<file path="src/rtl/bj_pkg.sv">
// Shared BlackJack definitions: deck geometry, dealer state encoding, points rule.
// Used by the dealer, its card decoder and the hand scorer.
// Pure declarations; no logic or timing of its own.
package bj_pkg;

  localparam int DECK_SIZE = 52;
  localparam int RANKS     = 13;

  typedef enum logic [1:0] {
    IDLE  = 2'd0,
    WAIT  = 2'd1,
    PROBE = 2'd2,
    DONE  = 2'd3
  } dealer_state_e;

  // Ace counts 1 here; the hand scorer decides whether to promote it to 11.
  function automatic logic [3:0] bj_points(input logic [3:0] rank);
    return (rank > 4'd10) ? 4'd10 : rank;
  endfunction

endpackage

</file>
<file path="src/rtl/card_decode.sv">
// Card index (0..51) to rank, suit and BlackJack points.
// Purely combinational, zero latency.
// No handshake; the result follows idx_i directly.
module card_decode
  import bj_pkg::*;
(
  input  logic [5:0] idx_i,
  output logic [3:0] rank_o,
  output logic [1:0] suit_o,
  output logic [3:0] points_o
);

  localparam logic [5:0] R1 = 6'(RANKS);
  localparam logic [5:0] R2 = 6'(2 * RANKS);
  localparam logic [5:0] R3 = 6'(3 * RANKS);

  logic [5:0] rem;
  logic [1:0] unused_rem_hi;

  // Suit is the 13-card block the index falls in; rem is the position within it.
  always_comb begin
    suit_o = 2'd0;
    rem    = idx_i;
    if (idx_i >= R3) begin
      suit_o = 2'd3;
      rem    = idx_i - R3;
    end else if (idx_i >= R2) begin
      suit_o = 2'd2;
      rem    = idx_i - R2;
    end else if (idx_i >= R1) begin
      suit_o = 2'd1;
      rem    = idx_i - R1;
    end
  end

  // rem is always below 13, so the top bits carry no information.
  assign unused_rem_hi = rem[5:4];
  assign rank_o        = rem[3:0] + 4'd1;
  assign points_o      = bj_points(rank_o);

endmodule

</file>
<file path="src/rtl/card_dealer.sv">
// Deals one not-yet-dealt card per request after the 2 s delay, tracks deck usage.
// Latency: PROBE one cycle after i_TwoSec, strobe one cycle later plus one per occupied slot.
// Requests are only taken in IDLE with a non-empty deck; o_Busy marks when they are ignored.
module card_dealer
  import bj_pkg::*;
#(
  parameter int WIDTH     = 12,
  parameter int DECK_SIZE = 52
) (
  input  logic       clk_2K,
  input  logic       i_Reset,
  input  logic       i_Request,
  input  logic       i_Shuffle,
  input  logic       i_TwoSec,
  output logic       o_ActCounter,
  output logic       o_RstCounter,
  output logic [3:0] o_Rank,
  output logic [1:0] o_Suit,
  output logic [3:0] o_Points,
  output logic       o_CardValid,
  output logic       o_Busy,
  output logic       o_DeckEmpty,
  output logic [5:0] o_CardsLeft
);

  localparam logic [WIDTH-1:0] DECK_W    = WIDTH'(DECK_SIZE);
  localparam logic [5:0]       LAST_IDX  = 6'(DECK_SIZE - 1);
  localparam logic [5:0]       FULL_DECK = 6'(DECK_SIZE);

  logic [WIDTH-1:0]     free_q;
  dealer_state_e        state_q;
  logic [5:0]           idx_q;
  logic [5:0]           idx_d;
  logic [DECK_SIZE-1:0] used_q;
  logic [5:0]           cards_left_q;
  logic                 act_q;
  logic                 rst_cnt_q;
  logic                 valid_q;
  logic [3:0]           rank_q;
  logic [1:0]           suit_q;
  logic [3:0]           points_q;

  logic [WIDTH-1:0]     seed_mod;
  logic [5:0]           seed_idx;
  logic [WIDTH-7:0]     unused_seed_hi;
  logic [3:0]           dec_rank;
  logic [1:0]           dec_suit;
  logic [3:0]           dec_points;
  logic                 deck_empty;

  // The seed is the request timing, reduced straight to a deck position.
  assign seed_mod       = free_q % DECK_W;
  assign seed_idx       = seed_mod[5:0];
  assign unused_seed_hi = seed_mod[WIDTH-1:6];

  // Linear probe to the next slot, wrapping past the last card.
  assign idx_d      = (idx_q == LAST_IDX) ? 6'd0 : idx_q + 6'd1;
  assign deck_empty = (cards_left_q == 6'd0);

  card_decode u_decode (
    .idx_i    (idx_q),
    .rank_o   (dec_rank),
    .suit_o   (dec_suit),
    .points_o (dec_points)
  );

  // Free-running seed source; wraps naturally at 2^WIDTH.
  always_ff @(posedge clk_2K or negedge i_Reset) begin
    if (!i_Reset) begin
      free_q <= '0;
    end else begin
      free_q <= free_q + 1'b1;
    end
  end

  // Dealer FSM with registered counter controls, strobe and card outputs.
  always_ff @(posedge clk_2K or negedge i_Reset) begin
    if (!i_Reset) begin
      state_q      <= IDLE;
      idx_q        <= 6'd0;
      used_q       <= '0;
      cards_left_q <= FULL_DECK;
      act_q        <= 1'b0;
      rst_cnt_q    <= 1'b0;
      valid_q      <= 1'b0;
      rank_q       <= 4'd0;
      suit_q       <= 2'd0;
      points_q     <= 4'd0;
    end else begin
      case (state_q)
        IDLE: begin
          // Shuffle takes priority so a simultaneous request cannot draw from a stale mask.
          if (i_Shuffle) begin
            used_q       <= '0;
            cards_left_q <= FULL_DECK;
          end else if (i_Request && !deck_empty) begin
            idx_q   <= seed_idx;
            act_q   <= 1'b1;
            state_q <= WAIT;
          end
        end
        WAIT: begin
          if (i_TwoSec) begin
            act_q     <= 1'b0;
            rst_cnt_q <= 1'b1;
            state_q   <= PROBE;
          end
        end
        PROBE: begin
          rst_cnt_q <= 1'b0;
          // A free slot always exists here: entry required a non-empty deck.
          if (!used_q[idx_q]) begin
            used_q[idx_q] <= 1'b1;
            cards_left_q  <= cards_left_q - 6'd1;
            rank_q        <= dec_rank;
            suit_q        <= dec_suit;
            points_q      <= dec_points;
            valid_q       <= 1'b1;
            state_q       <= DONE;
          end else begin
            idx_q <= idx_d;
          end
        end
        DONE: begin
          valid_q <= 1'b0;
          state_q <= IDLE;
        end
        default: begin
          act_q     <= 1'b0;
          rst_cnt_q <= 1'b0;
          valid_q   <= 1'b0;
          state_q   <= IDLE;
        end
      endcase
    end
  end

  assign o_ActCounter = act_q;
  assign o_RstCounter = rst_cnt_q;
  assign o_Rank       = rank_q;
  assign o_Suit       = suit_q;
  assign o_Points     = points_q;
  assign o_CardValid  = valid_q;
  assign o_Busy       = (state_q != IDLE);
  assign o_DeckEmpty  = deck_empty;
  assign o_CardsLeft  = cards_left_q;

endmodule

</file>
<file path="config.mk">
export PLATFORM = sky130hd
export DESIGN_NAME = card_dealer
export DESIGN_NICKNAME = d
export VERILOG_FILES = /design/src/rtl/bj_pkg.sv /design/src/rtl/card_decode.sv /design/src/rtl/card_dealer.sv
export SDC_FILE = /design/constraint.sdc
export NUM_CORES = 1
export LEC_CHECK = 0
export BUFFER_PORTS_ARGS = -buffer_cell sky130_fd_sc_hd__buf_2
export CORE_ASPECT_RATIO = 0.7
export CORE_MARGIN = 1
export CORE_UTILIZATION = 54
export CTS_CLUSTER_DIAMETER = 150
export CTS_CLUSTER_SIZE = 8
export DETAILED_ROUTE_END_ITERATION = 10
export PLACE_DENSITY = 0.71
export SLEW_MARGIN = 0
export SYNTH_ARGS = -nofsm -noshare
export SYNTH_HDL_FRONTEND = slang
export SYNTH_SLANG_ARGS = --single-unit
</file>
<file path="constraint.sdc">
create_clock -name clk_2K -period 7.8 [get_ports clk_2K]
set_input_delay 0.39 -clock clk_2K [delete_from_list [all_inputs] [get_ports clk_2K]]
set_output_delay 0.39 -clock clk_2K [all_outputs]
set_load 0.005 [all_outputs]
</file>
# Word-level counts from Yosys, hierarchy flattened
# Index checks and enable logic that the tools add are counted.
[totals]
wordCells = 89
inputBits = 5
output_inout_bits = 21
reg_bits = 91
[op_classes]
reduce_logical = 17
mux = 35
n_div = 1
order_cmp = 6
n_addsub = 7
n_bitwise = 2
n_eq_ne = 10
[ops]
columns = ["op", "count"]
rows = [
  ["two-way mux 52 bit", 2],
  ["case mux 52 bit (2 select lines)", 1],
  ["OR 52 bit", 1],
  ["two-way mux 6 bit", 6],
  ["case mux 6 bit (2 select lines)", 2],
  ["two-way mux 4 bit", 4],
  ["adder 12 x 1 -> 12 bit (second input constant)", 1],
  ["remainder unit 12 x 6 -> 12 bit (second input constant)", 1],
  ["two-way mux 2 bit", 6],
  ["inequality test 2 bit (second input constant)", 6],
  ["AND reduction 4 bit", 3],
  ["nonzero test 2 bit", 5],
  ["two-way mux 1 bit", 8],
  ["case mux 2 bit (4 select lines)", 1],
  ["subtractor 4 bit (second input constant)", 2],
  ["< comparator 6 x 7 -> 1 bit (second input constant)", 1],
  ["adder 6 x 1 -> 6 bit (second input constant)", 1],
  ["binary-select mux 1 bit (select 6 bit)", 1],
  ["demux 1 bit (select 6 bit)", 1],
  ["== test 6 bit (second input constant)", 1],
  ["greater-or-equal comparator 6 x 1 -> 1 bit (second input constant)", 1],
  ["greater-or-equal comparator 6 x 4 -> 1 bit (second input constant)", 1],
  ["greater-or-equal comparator 6 x 5 -> 1 bit (second input constant)", 1],
  ["greater-or-equal comparator 6 bit (second input constant)", 1],
  ["other kinds (14)", 20],
]

# Logic depth before layout (Yosys ltp)
# Gate-level depths: netlist of run 1.
[logic_depth]
depth_word = 7
depth_mapped = 17

# By module
# A second synthesis of run 1 with hierarchy kept.
[hier_totals]
cells_unflattened = 725
area_unflattened_um2 = 6391.1
[by_module_without_submodules]
columns = ["module", "cells_per_inst", "area_per_inst_um2", "n_inst", "seq_area_each_um2"]
rows = [
  ["card_dealer", 653, 5844.4, 1, 2280.9],
  ["card_decode", 72, 546.8, 1, 0.0],
]

# Least setup slack after synthesis of run 1
# Ideal clock, no wire load.
[synth_path]
path_kind = "register to register"
start = "register idx_q[0]"
end = "register cards_left_q[5], in the netlist o_CardsLeft[5]"
stages_incl_launch_ff = 12
path_slack_ns = 4.179
arrival_time_ns = 3.542
path_cell_list = "dfrtp_1 buf_2 buf_2 mux4_2 mux4_2 a311oi_2 nor2_1 or3_1 or4_1 nor3_1 xnor2_1 nand2_1"
[synth_via]
elab_chain_cells = 4
[synth_lines]
columns = ["item", "line", "rtl"]
rows = [
  ["start: declaration", "card_dealer.sv:32", "logic [5:0] idx_q;"],
  ["start signal: assignment", "card_dealer.sv:97", "idx_q <= seed_idx;"],
  ["start signal: assignment", "card_dealer.sv:121", "idx_q <= idx_d;"],
  ["binary-select mux 1 bit (select 6 bit)", "card_dealer.sv:112", "if (!used_q[idx_q]) begin"],
  ["two-way mux 1 bit (not written as such)", "card_dealer.sv:112", ""],
  ["inequality test 2 bit (no source line)", "n/a", ""],
  ["AND reduction 3 bit (no source line)", "n/a", ""],
  ["end signal: assignment", "card_dealer.sv:114", "cards_left_q <= cards_left_q - 6'd1;"],
  ["end: declaration", "card_dealer.sv:35", "logic [5:0] cards_left_q;"],
]
# No other way between the ends. The select of a mux whose other input is x is not followed.
# A chain may end at the register's enable or synchronous reset.

# Final worst setup path of run 1
[layout_path]
start = "register free_q[8]"
end = "register idx_q[4]"
[layout_via]
elab_chain_cells = 4
[layout_lines]
columns = ["item", "line", "rtl"]
rows = [
  ["start: declaration", "card_dealer.sv:30", "logic [WIDTH-1:0] free_q;"],
  ["start signal: assignment", "card_dealer.sv:72", "free_q <= free_q + 1'b1;"],
  ["remainder unit 12 x 6 -> 12 bit", "card_dealer.sv:52", "assign seed_mod = free_q % DECK_W;"],
  ["two-way mux 6 bit", "card_dealer.sv:96", "end else if (i_Request && !deck_empty) begin"],
  ["two-way mux 6 bit", "card_dealer.sv:93", "if (i_Shuffle) begin"],
  ["case mux 6 bit (2 select lines)", "card_dealer.sv:90", "case (state_q)"],
]
# No other way between the ends. The select of a mux whose other input is x is not followed.

==> results.ini, run 1 <==
[placed_design]
gp_congestion=1.03
io_buffers=25
dp_cells=810
post-place-ws_ns=3.51
dpl.hpwl_mm=10.6
placed_area_mm2=0.00616

[synth]
ys_warn_count=0
syn_avg_cell_area_um2=8.88
synthArstFlopShare_pct=100
synth_nets=699
ys_seq_area_share_pct=38.0
synth_edf_count=0
netlist_area_mm2=0.00600
ys_dominant_reg_cell=dfrtp_1
synth_top_area_share_pct=36.7
netlist.top_cell.by_area=dfrtp_1
synthCells=676
synth-seq-cells=91
synthTopCellsByArea=dfrtp_1 37%, a21oi_1 5.8%, nor2_1 5.5%
ys_types=87

[global_route]
antenna_found_initial=0
overflow=0
grt_max_degree=66
grt_pass1_wl_mm=25.2
grt_usage_pct=27.7
grt_pass1_vias=4837

[drt]
first_iter_violations=491
routed_wl_mm=14.8
vias=5215
wirelength_met1_mm=7.39
dr_wl_met3_mm=1.36
drc=0
drtPass1Iterations=5
wire_per_inst_um=17.9
final_antenna_net_count=0
met2_length_mm=5.96
via_per_inst=6.31
top_layer=met4

[cts]
cts_htree_levels=3
root_buffer=clkbuf_16
cts_setup_buffers=0
cts_buffer_depth=2
cts.sinks=91
clk_latency_ns=0.34
cts_tree=built
cts_buffers=9
clk_pin_slew_ns=0.06

[timing]
period_needed_ns=4.40
finalWorstSetupSlack_ns=3.40
setup_tns_ns=0
fmax_ghz=0.227
worst_pin_slew_ns=0.996
max_slew_margin_pct=33.1
rsz0062_at_grt=no
maxSlewViolCount=0
skew_ns=0.00664
final-hold-violation-count=0
setup_viol=0
finalCritPeriodShare_pct=56.5

[setup_path]
critPathSlowestCell=dfrtp_1
slowest_delay_ns=0.76
crit_family=compound AO/OA/AOI/OAI gates
crit_chain=or2b_1 -> a211oi_1 -> o22ai_1 -> nor4_1 -> a2111oi_0 -> o22ai_1 -> nand3_1 -> mux2_4 -> maj3_2 -> o211ai_2 -> a32oi_1 -> o211ai_2
end_kind=flip-flop
crit_type=reg2reg
crit_required_ns=8.05
crit_arrival_ns=4.66
start_kind=flip-flop
crit_fanout=22
worst-path-buf-inv=0

[die]
die_h_um=90.2
rows=31
dieArea_mm2=0.0115
ios=26
coreArea_mm2=0.0106
initial_utilization_pct=56.7
die_w_um=128

[finish]
antenna_cells=0
final_core_util_pct=61.4
area_growth_pct=8.32
design_area_mm2=0.00650
fin_nets=697
drive_gt1_share_pct=14.6
finalNonFillerCells=827
seq_area_mm2=0.00228
fillerInstances=899
multi_input_area_mm2=0.00345

[pwr]
powerDensity_mw_per_mm2=351
leakagePower_uw=0.00285
vdd_drop_max_uv=261

[min_path]
hold_class=in2reg

[flow_run]
drv_cap=0

[status]
status=completed

==> synthesized netlist by cell type, types with 3 or more instances <==
master	count
a211oi_1	10
a21o_1	4
a21oi_1	70
a221oi_1	3
a311oi_1	4
a31oi_1	12
and2_1	9
buf_2	9
clkbuf_1	30
dfrtp_1	88
dfstp_2	3
ha_1	18
inv_1	24
mux2_2	5
mux2i_1	5
mux4_2	14
nand2_1	60
nand2b_1	13
nand3_1	18
nand3b_1	4
nand4_1	8
nor2_1	88
nor2b_1	7
nor3_1	18
nor4_1	6
o21a_1	4
o21ai_0	29
o21ai_1	5
o21bai_1	3
o221ai_1	4
o22ai_1	3
o31ai_1	5
or2_2	3
or3_1	3
or4_1	3
xnor2_1	17
xor2_1	5
==> timing repair <==
item | 4_1_cts | 5_1_grt
gates resized for setup | 0 | 0
endpoints found under the hold margin | 26 | 0
hold buffers | 1 | 0
==> layer usage <==
metal	track usage [%]	vias to the layer above
li1	-	2455
met1	45.5	2509
met2	36.2	240
met3	5.89	11
met4	6.18	0
met5	0	-
==> through the flow <==
step | hold WS (ns) | total power, uW
after floorplan | 0.0944 | 1520
after global placement | 0.316 | 1770
after detailed placement | 0.326 | 1810
after CTS | 0.345 | 2290
after global routing | 0.378 | 2460
final | 0.356 | 2280
==> power breakdown <==
| group | switching, uW | internal, uW | total (uW) |
|---|---|---|---|
| Sequential | 146 | 630 | 776 |
| Combinational | 617 | 414 | 1030 |
| Clock | 173 | 300 | 473 |
==> worst paths after layout <==
kind / depth (start not counted) / start / endpoint / slack, ns
max: 12 / free_q[8] / idx_q[4] / 3.40
min: 3 / i_Shuffle / o_CardsLeft[5] / 0.36
max reg2reg: 12 / free_q[8] / idx_q[4] / 3.40
min reg2reg: 1 / o_Rank[3] / o_Rank[3] / 0.47
max in group asynchronous: 3 / i_Reset / o_ActCounter / 6.18
min in group asynchronous: 2 / i_Reset / free_q[11] / 0.50
==> state kept, by name, summed over array words and instances, names as in the netlist <==
register,cells
o_Suit,2
free_q,12
o_ActCounter,1
o_Points,4
state_q,2
o_RstCounter,1
o_CardsLeft,6
used_q,52
o_CardValid,1
o_Rank,4
idx_q,6
==> placed cells by master (no fill, tap or decap), drive strengths merged, types with 6 or more instances in the layout <==
cell type / Yosys / layout
mux4: 14 / 14
buf: 12 / 28
nor2b: 7 / 7
o21ai: 36 / 36
dfrtp: 88 / 88
nor2: 88 / 88
o31ai: 7 / 7
a31oi: 12 / 12
nand3: 18 / 18
mux2: 6 / 6
xnor2: 17 / 17
mux2i: 7 / 7
inv: 25 / 26
ha: 18 / 18
and2: 10 / 10
nand2: 60 / 60
a21oi: 71 / 71
nand2b: 13 / 13
nor3: 18 / 18
clkbuf: 30 / 13
nand4: 8 / 8
a211oi: 10 / 10
nor4: 7 / 7
==> layout make-up <==
class,instances,area share [%]
Multi-Input combinational cell,518,53.1
Sequential cell,91,35.1
Clock buffer,13,4.00
Tap cell,148,2.85
Timing Repair Buffer,29,2.46
Inverter,25,1.44
Clock inverter,3,1.06
==> tightest hold or removal path: stages <==
cell	delay [ns]
buf_2	0.12
nand3_1	0.12
nand2_1	0.06
==> cell families after synthesis <==
| group | Yosys count | share of synthesized area, % |
|---|---|---|
| flip-flops | 91 | 38.0 |
| XOR/XNOR | 22 | 3.21 |
| AO/OA/AOI/OAI | 196 | 22.0 |
| multiplexers | 27 | 7.88 |
| buffers and inverters | 67 | 4.50 |
| AND/OR/NAND/NOR | 253 | 20.3 |
| adder cells (fa/ha/maj) | 20 | 4.11 |
Note: power is estimated with default switching activity, not from simulation.
==> run 2: changes to the inputs <==
- clock period: 7.8 -> 4.3 ns (I/O delays scaled with it)
==> run 2 against run 1 <==
Hold slack worse by 0.19 ns. Sequential power increased by 78%. Final area grew 3.4%. Die area is the same. Flip-flop and latch count unchanged. Clock power rose by 68%. Clock skew increased by 0.0044 ns. Global-route usage barely moved. Critical path type unchanged. Critical endpoint is now idx_q[2]. Largest cell class unchanged.
==> results.ini, run 2 (synthesis gave the netlist of run 1 again) <==
[finish]
design_area_mm2=0.00672  ; +3.4%
drive_gt1_share_pct=18.8  ; +4.2 points
antenna_cells=0  ; unchanged
fillerInstances=899  ; unchanged
mostFrequentLayoutCells=88 x nor2_1, 85 x dfrtp_1, 70 x a21oi_1, 60 x nand2_1, 29 x buf_4
fin_nets=722  ; +3.6%
final_common_cell=nor2_1
largest_reg_flops=52  ; unchanged
area_growth_pct=12.0
top_regs=used_q x52, free_q x12
top_register=used_q

[placed_design]
dpl.hpwl_mm=10.8  ; +2.1%
placed_area_mm2=0.00635  ; +3.0%
gp_congestion=1.09  ; +6.7%
io_buffers=25  ; unchanged
post-place-ws_ns=0.134  ; -3.38 ns

[cts]
cts_tree=built
root_buffer=clkbuf_16
cts.sinks=91  ; unchanged
clk_latency_ns=0.34  ; about the same
cts_buffer_depth=2  ; unchanged
clk_pin_slew_ns=0.07  ; about the same
cts_setup_buffers=0  ; unchanged
cts_htree_levels=3  ; unchanged
cts_buffers=9  ; unchanged

[timing]
worst_pin_slew_ns=0.949  ; -0.0472 ns
finalCritPeriodShare_pct=95.2  ; +39 points
skew_ns=0.0111  ; +0.00444 ns
max_slew_margin_pct=36.7  ; +3.7 points
final-hold-violation-count=0  ; unchanged
setup_viol=0  ; unchanged
finalWorstSetupSlack_ns=0.205  ; -3.19 ns
period_needed_ns=4.09  ; -0.309 ns
fmax_ghz=0.244  ; +7.6%
setup_tns_ns=0  ; unchanged
maxSlewViolCount=0  ; unchanged
rsz0062_at_grt=no

[pwr]
powerDensity_mw_per_mm2=619  ; +76%
finalPower_uw=4160  ; +82%
leakagePower_uw=0.00297  ; +4.2%
vdd_drop_max_uv=490  ; +88%

[die]
rows=31  ; unchanged
die_h_um=90.2  ; unchanged
die_w_um=128  ; unchanged
dieArea_mm2=0.0115  ; unchanged
coreArea_mm2=0.0106  ; unchanged
initial_utilization_pct=56.7  ; unchanged
ios=26  ; unchanged

[min_path]
hold_class=in2reg
min_to=o_CardsLeft[4]
min-delay-start=i_Shuffle
hold_depth=3  ; unchanged

[setup_path]
r2r-end=idx_q[2]
crit_required_ns=4.50  ; -3.55 ns
crit_arrival_ns=4.29  ; -0.37 ns
end_kind=flip-flop
start_kind=flip-flop
crit_fanout=17  ; -23%
crit_type=reg2reg
r2r_cells=12  ; unchanged
rr_startpoint=free_q[10]
regToRegSetupSlack_ns=0.21  ; -3.19 ns

[drt]
drc=0  ; unchanged
final_antenna_net_count=0  ; unchanged
first_iter_violations=645  ; +31%
routed_wl_mm=14.8  ; +0.20%
drtPass1Iterations=5  ; unchanged
wire_per_inst_um=17.4  ; -2.6%
vias=5298  ; +1.6%
via_per_inst=6.23  ; -1.3%

[global_route]
antenna_found_initial=0  ; unchanged
grt_pass1_vias=4968  ; +2.7%
grt_usage_pct=27.6  ; -0.048 points
grt_max_degree=54  ; -18%
grt_pass1_wl_mm=25.4  ; +0.74%
overflow=0  ; unchanged

[status]
status=completed

[flow_run]
drv_cap=0  ; unchanged

[run 2: power breakdown]
group | switching, uW | leakage [uW] | internal [uW]
combinational | 1160 | 0.00164 | 831
clock | 315 | 0.000145 | 481
sequential | 230 | 0.00119 | 1150
[run 2: metal layers]
layer	vias to the layer above	routed length, um	global-route usage [%]
li1	2502	-	-
met1	2526	7420	43.9
met2	251	5980	36.7
met3	19	1310	8.10
met4	0	136	5.29
met5	-	0	0
[run 2: what timing repair did]
item	4_1_cts	5_1_grt
setup endpoints to repair	0	4
endpoints found under the hold margin	49	0
gates resized for setup	0	13
hold buffers	1	0
[run 2: per-stage QoR]
step | utilization (%) | hold slack, ns | std cells
floorplan | - | -0.0806 | 676
global placement | 59.9 | 0.266 | 835
detailed placement | 59.9 | 0.270 | 835
CTS | 62.9 | 0.151 | 851
global route | 63.5 | 0.182 | 851
finish | 63.5 | 0.163 | 851
[run 2: critical path: stages (launching register included)]
cell	delay [ns]
dfrtp_2	0.51
or4b_2	0.70
nand4_1	0.15
or2_1	0.29
a211oi_1	0.17
nor4_2	0.27
a21oi_1	0.23
o41ai_2	0.53
o31a_2	0.28
mux2i_4	0.35
o21ai_1	0.11
a211oi_1	0.30
a221oi_2	0.05
[run 2: final cells by class]
cell class | count | area [um2] | share of cell area (%)
clock buffer | 12 | 256 | 3.82
clock inverter | 3 | 46.3 | 0.689
inverter | 25 | 93.8 | 1.40
multi-input combinational | 518 | 3500 | 52.2
sequential | 91 | 2280 | 34.0
tap | 148 | 185 | 2.76
timing repair buffer | 54 | 348 | 5.18
[run 2: how the worst max path moves through the flow]
stage                      to       start  slack, ns  cells past startpoint
2_1_floorplan  o_CardsLeft[5]    idx_q[0]       0.68                     11
3_3_place_gp         idx_q[2]  free_q[10]       0.36                     12
3_5_place_dp         idx_q[2]  free_q[10]       0.13                     12
4_1_cts              idx_q[2]  free_q[10]       0.14                     12
5_1_grt              idx_q[2]  free_q[10]       0.02                     12
6_report             idx_q[2]  free_q[10]       0.21                     12
